<file path="src/rtl/pic.sv">
// ============================================================================
//  Module      : pic
//  Description : Priority interrupt controller. Latches per-source pulses,
//                masks them, and presents the lowest-index enabled source.
//                Define PIC_OVERRUN_EN to enable per-source lost-pulse flags.
//  Revision    : 1.0 - initial release
// ============================================================================
`default_nettype none

module pic #(
  parameter int NSRC = 8,
  parameter int IDW  = 3
) (
  input  logic            clk,
  input  logic            rst_n,
  input  logic            clk_en,
  input  logic [NSRC-1:0] irq_in,
  input  logic            mask_we,
  input  logic [NSRC-1:0] mask_wdata,
  input  logic            ack,
  input  logic [NSRC-1:0] ovr_clr,
  output logic            irq,
  output logic [IDW-1:0]  irq_id,
  output logic [NSRC-1:0] pending,
  output logic [NSRC-1:0] mask,
  output logic [NSRC-1:0] overrun
);

  logic [NSRC-1:0] r_pending;
  logic [NSRC-1:0] r_mask;
  logic [NSRC-1:0] w_active;
  logic [NSRC-1:0] w_ack_clr;
  logic [IDW-1:0]  w_id;
  logic            w_irq;
  logic            w_ack_ok;

  assign w_active = r_pending & r_mask;
  assign w_irq    = |w_active;
  assign w_ack_ok = clk_en & ack & w_irq;

  // Scan from the top so the lowest enabled index is the last one written.
  always_comb begin
    w_id = '0;
    for (int i = NSRC - 1; i >= 0; i--) begin
      if (w_active[i]) w_id = IDW'(i);
    end
  end

  // Isolate the lowest set bit of w_active: exactly the presented source.
  assign w_ack_clr = w_ack_ok ? (w_active & (~w_active + NSRC'(1))) : '0;

  always_ff @(posedge clk or negedge rst_n) begin
    if (!rst_n) begin
      r_pending <= '0;
      r_mask    <= '0;
    end else begin
      r_pending <= (r_pending & ~w_ack_clr) | irq_in;
      if (clk_en && mask_we) r_mask <= mask_wdata;
    end
  end

`ifdef PIC_OVERRUN_EN
  logic [NSRC-1:0] r_overrun;
  logic [NSRC-1:0] w_ovr_set;
  logic [NSRC-1:0] w_ovr_clr;

  // A pulse is lost only if the pending bit survives this edge.
  assign w_ovr_set = irq_in & r_pending & ~w_ack_clr;
  assign w_ovr_clr = clk_en ? ovr_clr : '0;

  always_ff @(posedge clk or negedge rst_n) begin
    if (!rst_n) begin
      r_overrun <= '0;
    end else begin
      r_overrun <= (r_overrun & ~w_ovr_clr) | w_ovr_set;
    end
  end

  assign overrun = r_overrun;
`else
  logic w_unused_ovr_clr;
  assign w_unused_ovr_clr = ^ovr_clr;
  assign overrun = '0;
`endif

  assign irq     = w_irq;
  assign irq_id  = w_id;
  assign pending = r_pending;
  assign mask    = r_mask;

endmodule

`default_nettype wire

</file>
<file path="config.mk">
export PLATFORM = sky130hd
export DESIGN_NAME = pic
export DESIGN_NICKNAME = d
export VERILOG_FILES = /design/src/rtl/pic.sv
export SDC_FILE = /design/constraint.sdc
export NUM_CORES = 1
export LEC_CHECK = 0
export ABC_AREA = 1
export CAP_MARGIN = 20
export CELL_PAD_IN_SITES_DETAIL_PLACEMENT = 0
export CELL_PAD_IN_SITES_GLOBAL_PLACEMENT = 2
export CORE_UTILIZATION = 20
export CTS_CLUSTER_SIZE = 24
export DETAILED_ROUTE_END_ITERATION = 10
export GPL_TIMING_DRIVEN = 0
export PLACE_DENSITY = 0.9
export SLEW_MARGIN = 20
export SYNTH_ARGS = -nofsm -noshare
export SYNTH_HDL_FRONTEND = slang
export SYNTH_SLANG_ARGS = --single-unit
</file>
<file path="constraint.sdc">
create_clock -name clk -period 1.4 [get_ports clk]
set_clock_uncertainty 0.2 [all_clocks]
set_input_delay 0.35 -clock clk [delete_from_list [all_inputs] [get_ports clk]]
set_output_delay 0.35 -clock clk [all_outputs]
set_load 0.1 [all_outputs]
</file>
# Word level (Yosys, flattened, before mapping)
# Index checks and enable logic that the tools add are counted.
word_totals:
  mem_count: 0
  register_bits: 16
  word_cells: 22
  latch_bits: 0
  output_inout_bits: 28
  ram_bits: 0
  inputBits: 29
  rom_bits: 0
classes:
  bitwise_logic: 8
  shift: 0
  div_mod_pow: 0
  eq_ne: 0
  order_cmp: 0
  mul: 0
  addsub: 1
  muxes: 9
  reduce_logical: 2
ops:
  columns: ["cell", "n"]
  rows:
  - ["8-bit AND", 3]
  - ["3-bit two-way mux", 8]
  - ["8-bit inverter", 2]
  - ["8-bit by 1-bit adder with 8-bit output, second input constant", 1]
  - ["8-bit two-way mux", 1]
  - ["8-bit bitwise OR", 1]
  - ["8-bit OR reduction", 1]
  - ["1-bit AND", 2]
  - ["1-bit logical AND", 1]

# Longest topological paths before layout
# Gate-level depths: netlist of the first run.
logic_depth:
  word_depth: 9
  ltp_mapped: 8
  depth_no_buf: 8

# Worst setup path after synthesis of the first run
# Ideal clock, no wire load.
synth_path:
  path_type: "register to output"
  start: "register r_pending[5], in the netlist pending[5]"
  end: "output irq_id[0]"
  slack_ns: -2.546
  stages_incl_launch_ff: 5
  t_arrival_ns: 3.396
  path_buffers: 0
  required_time_ns: 0.850
  path_cell_list: "dfrtp_1 -> nand2_1 -> nand2_1 -> a21oi_1 -> o21ai_0"
synth_via:
  elab_chain_cells: 7
synth_rtl:
  columns: ["item", "line_no", "text"]
  rows:
  - ["start: declaration", "29", "logic [NSRC-1:0] r_pending;"]
  - ["start signal: assignment", "57", "r_pending <= (r_pending & ~w_ack_clr) | irq_in;"]
  - ["8-bit AND", "37", "assign w_active = r_pending & r_mask;"]
  - ["3-bit two-way mux (6 in series)", "45", "if (w_active[i]) w_id = IDW'(i);"]
  - ["end: declaration", "23", "output logic [IDW-1:0] irq_id,"]
# Every way passes these cells.

# Final worst setup path of the first run
layout_path:
  start: "register r_pending[4], in the netlist pending[4]"
  end: "output irq_id[1]"
layout_via:
  elab_chain_cells: 6
layout_rtl:
  columns: ["item", "line_no"]
  rows:
  - ["8-bit AND", "37"]
  - ["3-bit two-way mux (5 in series)", "45"]
# Every way passes these cells.

==> impl_metrics.toml, run 1 <==
[status]
violations = "setup timing"
outcome = "complete, but fails checks"

[placement]
hpwl_um = 1750
portBuffers = 40
routabilityCongestion = 0.696

[worst_setup_path]
cp_cell_sequence = "nand2_4 > nand2_4 > inv_2 > nand2_2 > a21oi_4 > buf_12"
cp_common_cell = "nand2_4"
critPathLaunchType = "flop"
crit_type = "reg -> out"
critPathMaxStageDelay_ns = 0.50
slowest_stage = "dfrtp_4"
crit_path_max_fanout = 3
path_buf_inv = 2
required_ns = 0.85
arrival_ns = 1.39
cp_top_family = "flip-flops"
end_kind = "primary output"

[layout]
fin_nets = 223
area_delta_synth_final_pct = 131
final_util = 0.480
num_antenna_cells = 0
drive_gt1_frac = 0.651

[sta]
period_needed_ns = 1.94
hold_viol = 0
setup_violations = 28
max_freq_mhz = 515
whs_ns = 0.0911
worst_pin_slew_ns = 0.786
slew_headroom = 0.476
rsz0062_at_grt = "yes"
finalWorstSetupSlack_ns = -0.543
fin_crit_sh = 1.39
drv_slew = 0

[route]
drt.antenna.violating_nets = 0
firstDrtPassIters = 4
routed-via-count = 947
wl_per_cell_um = 10.8
via_per_inst = 3.66
first_iter_violations = 15
remaining_drc_errors = 0
finalWirelength_um = 2800

[yosys]
ys_warn_count = 0
synthTopCellsByArea = "dfrtp_1 (41%), mux2_2 (9.2%), inv_1 (8.4%), nand2_1 (8.0%), o21bai_2 (6.9%)"
synth_seq_cells = 16
yosysSeqAreaShare = 0.409
synth-compound-area-share = 0.0843
synth.distinct_cells = 17
synth_top_area_cell = "dfrtp_1"
synth_top_family_by_area = "simple AND/OR/NAND/NOR gates"
postSynthCellCount = 109
synth-adder-area-share = 0
synth-simple-area-share = 0.266
synthMuxAreaShare = 0.0920
syn_avg_cell_area_um2 = 8.99
synth_xor_area_frac = 0
synth_area_um2 = 980
synthDominantCellAreaShare = 0.409

[pwr]
peakVddDrop_v = 0.000430
p_per_area_nw_per_um2 = 1040
power_leakage_uw = 0.00109

[grt]
antenna_found_initial = 0
grt_max_degree = 17
grt_first_pass_wirelength_um = 4720
gr-usage-met2 = 0.211
grt-ovfl-total = 0
gr-max-usage-layer = "met2"
grt_use_total = 0.120
use_met1 = 0.145
grt_pass1_vias = 989
grt_use_met3 = 0.0403

[cts]
clk_latency_ns = 0.25
clock_path_buffers = 2
cts_buffers = 3
h-tree-depth = 1
clock-root-buffer = "clkbuf_8"
clkSinkCount = 16
clk_pin_slew_ns = 0.06
cts_hold_buffers = 0
cts_tree = "yes"

[floorplan]
core-area_um2 = 4720
num_rows = 25
die_h_um = 72.0
initial_core_util = 0.207
die_w_um = 72.0
io_pins = 57
die_area_um2 = 5180

[worst_hold_path]
hp-class = "in -> async"

[job]
maxCapViolations = 0
-- worst paths after layout --
kind	start	end	slack [ns]	cells after the start
worst max-delay path	pending[4]$_DFF_PN0_	irq_id[1]	-0.54	6
min in group clk	clk_en	mask[5]$_DFFE_PN0P_	0.41	3
worst min register to register	mask[1]$_DFFE_PN0P_	mask[1]$_DFFE_PN0P_	0.50	2
worst min-delay path	rst_n	pending[7]$_DFF_PN0_	0.09	1
max in group asynchronous	rst_n	mask[7]$_DFFE_PN0P_	0.34	1
worst max register to register	pending[2]$_DFF_PN0_	pending[6]$_DFF_PN0_	-0.17	7
-- per-stage QoR --
step           std cells  TNS, ns  power (uW)  setup slack [ns]  cell area (um2)
4_1_cts              249    -6.52        2310            -0.551             2160
3_5_place_dp         223   -25.02        1630             -1.25             1620
5_1_grt              259    -7.83        2470            -0.611             2270
3_3_place_gp         223   -24.13        1630             -1.24             1620
6_report             259    -6.55        2360            -0.543             2270
2_1_floorplan        116    -4.87        1400            -0.675             1130
-- sequential cells by signal (all words and copies together), names as in the netlist --
name,flops
mask,8
pending,8
-- worst reg2reg max path, delay by kind of cell, from the launching register on --
family / cells / cell delay (ns)
buf+inv: 1 / 0.12
flops: 1 / 0.49
simple gates: 5 / 0.51
compound gates: 1 / 0.15
-- what timing repair did --
action / in CTS / in global routing
gates resized for setup: 211 / 12
setup endpoints to repair: 52 / 31
setup buffers: 23 / 15
pin swaps: 13 / 14
-- cell type report --
cell class | count | area (um2)
well taps | 67 | 83.8
multi-input cells | 70 | 611
repair buffers | 73 | 925
clock buffers | 3 | 41.3
flip-flops and latches | 16 | 460
plain buffers | 8 | 60.1
inverters | 22 | 85.1
fillers | 436 | 2460
-- cells in the final DEF (no fill, tap or decap), drive strengths merged --
master,n
o21bai,6
conb,8
clkbuf,3
dfrtp,16
buf,61
clkdlybuf4s50,18
nor2,5
o21ai,1
inv,22
dlygate4sd2,1
dlymetal6s2s,1
nand3,5
nand2,34
a21oi,2
mux2,8
nand3b,1
-- cells by family after synthesis --
kind of cell / Yosys count
DFF: 16
buffers and inverters: 30
muxes: 8
AOI/OAI and AO/OA: 9
and+or+nand+nor: 45
other: 1
-- power by group --
| group | internal [uW] | switching [uW] | leakage (uW) | total, uW |
|---|---|---|---|---|
| Clock | 191 | 162 | 0.0000216 | 353 |
| Combinational | 567 | 857 | 0.000907 | 1420 |
| Sequential | 531 | 52.6 | 0.000159 | 584 |
-- layer usage --
layer / wire [um] / part of all wire / up-vias
met5: 0 / 0 / -
met4: 15 / 0.0053 / 0
met3: 184 / 0.066 / 2
met2: 1440 / 0.51 / 36
met1: 1170 / 0.42 / 430
li1: - / - / 479
-- cells in the mapped netlist --
| cell type | instances |
|---|---|
| nor2_1 | 1 |
| inv_1 | 22 |
| nand2_4 | 3 |
| nand2_8 | 1 |
| nor2_4 | 2 |
| o21bai_2 | 6 |
| nor2_2 | 2 |
| dfrtp_1 | 16 |
| nand3_1 | 5 |
| nand2_2 | 9 |
| nand2_1 | 21 |
| a21oi_1 | 2 |
| buf_4 | 8 |
| mux2_2 | 8 |
| conb_1 | 1 |
| nand3b_1 | 1 |
| o21ai_0 | 1 |
Power figures use the tool's default switching activity.
==> run 2: changes to the inputs <==
--- a/config.mk
+++ b/config.mk
@@ -10,6 +10,7 @@
 export CELL_PAD_IN_SITES_DETAIL_PLACEMENT = 0
 export CELL_PAD_IN_SITES_GLOBAL_PLACEMENT = 2
 export CORE_UTILIZATION = 20
+export CTS_CLUSTER_DIAMETER = 50
 export CTS_CLUSTER_SIZE = 24
 export DETAILED_ROUTE_END_ITERATION = 10
 export GPL_TIMING_DRIVEN = 0
==> results of run 2 <==
The final DEF is identical to that of run 1; final timing and power are the same.
==> run 3: changes to the inputs <==
--- a/config.mk
+++ b/config.mk
@@ -15,7 +15,6 @@
 export DETAILED_ROUTE_END_ITERATION = 10
 export GPL_TIMING_DRIVEN = 0
 export PLACE_DENSITY = 0.9
-export SLEW_MARGIN = 20
 export SYNTH_ARGS = -nofsm -noshare
 export SYNTH_HDL_FRONTEND = slang
 export SYNTH_SLANG_ARGS = --single-unit
==> results of run 3 <==
The final DEF is identical to that of run 1; final timing and power are the same.
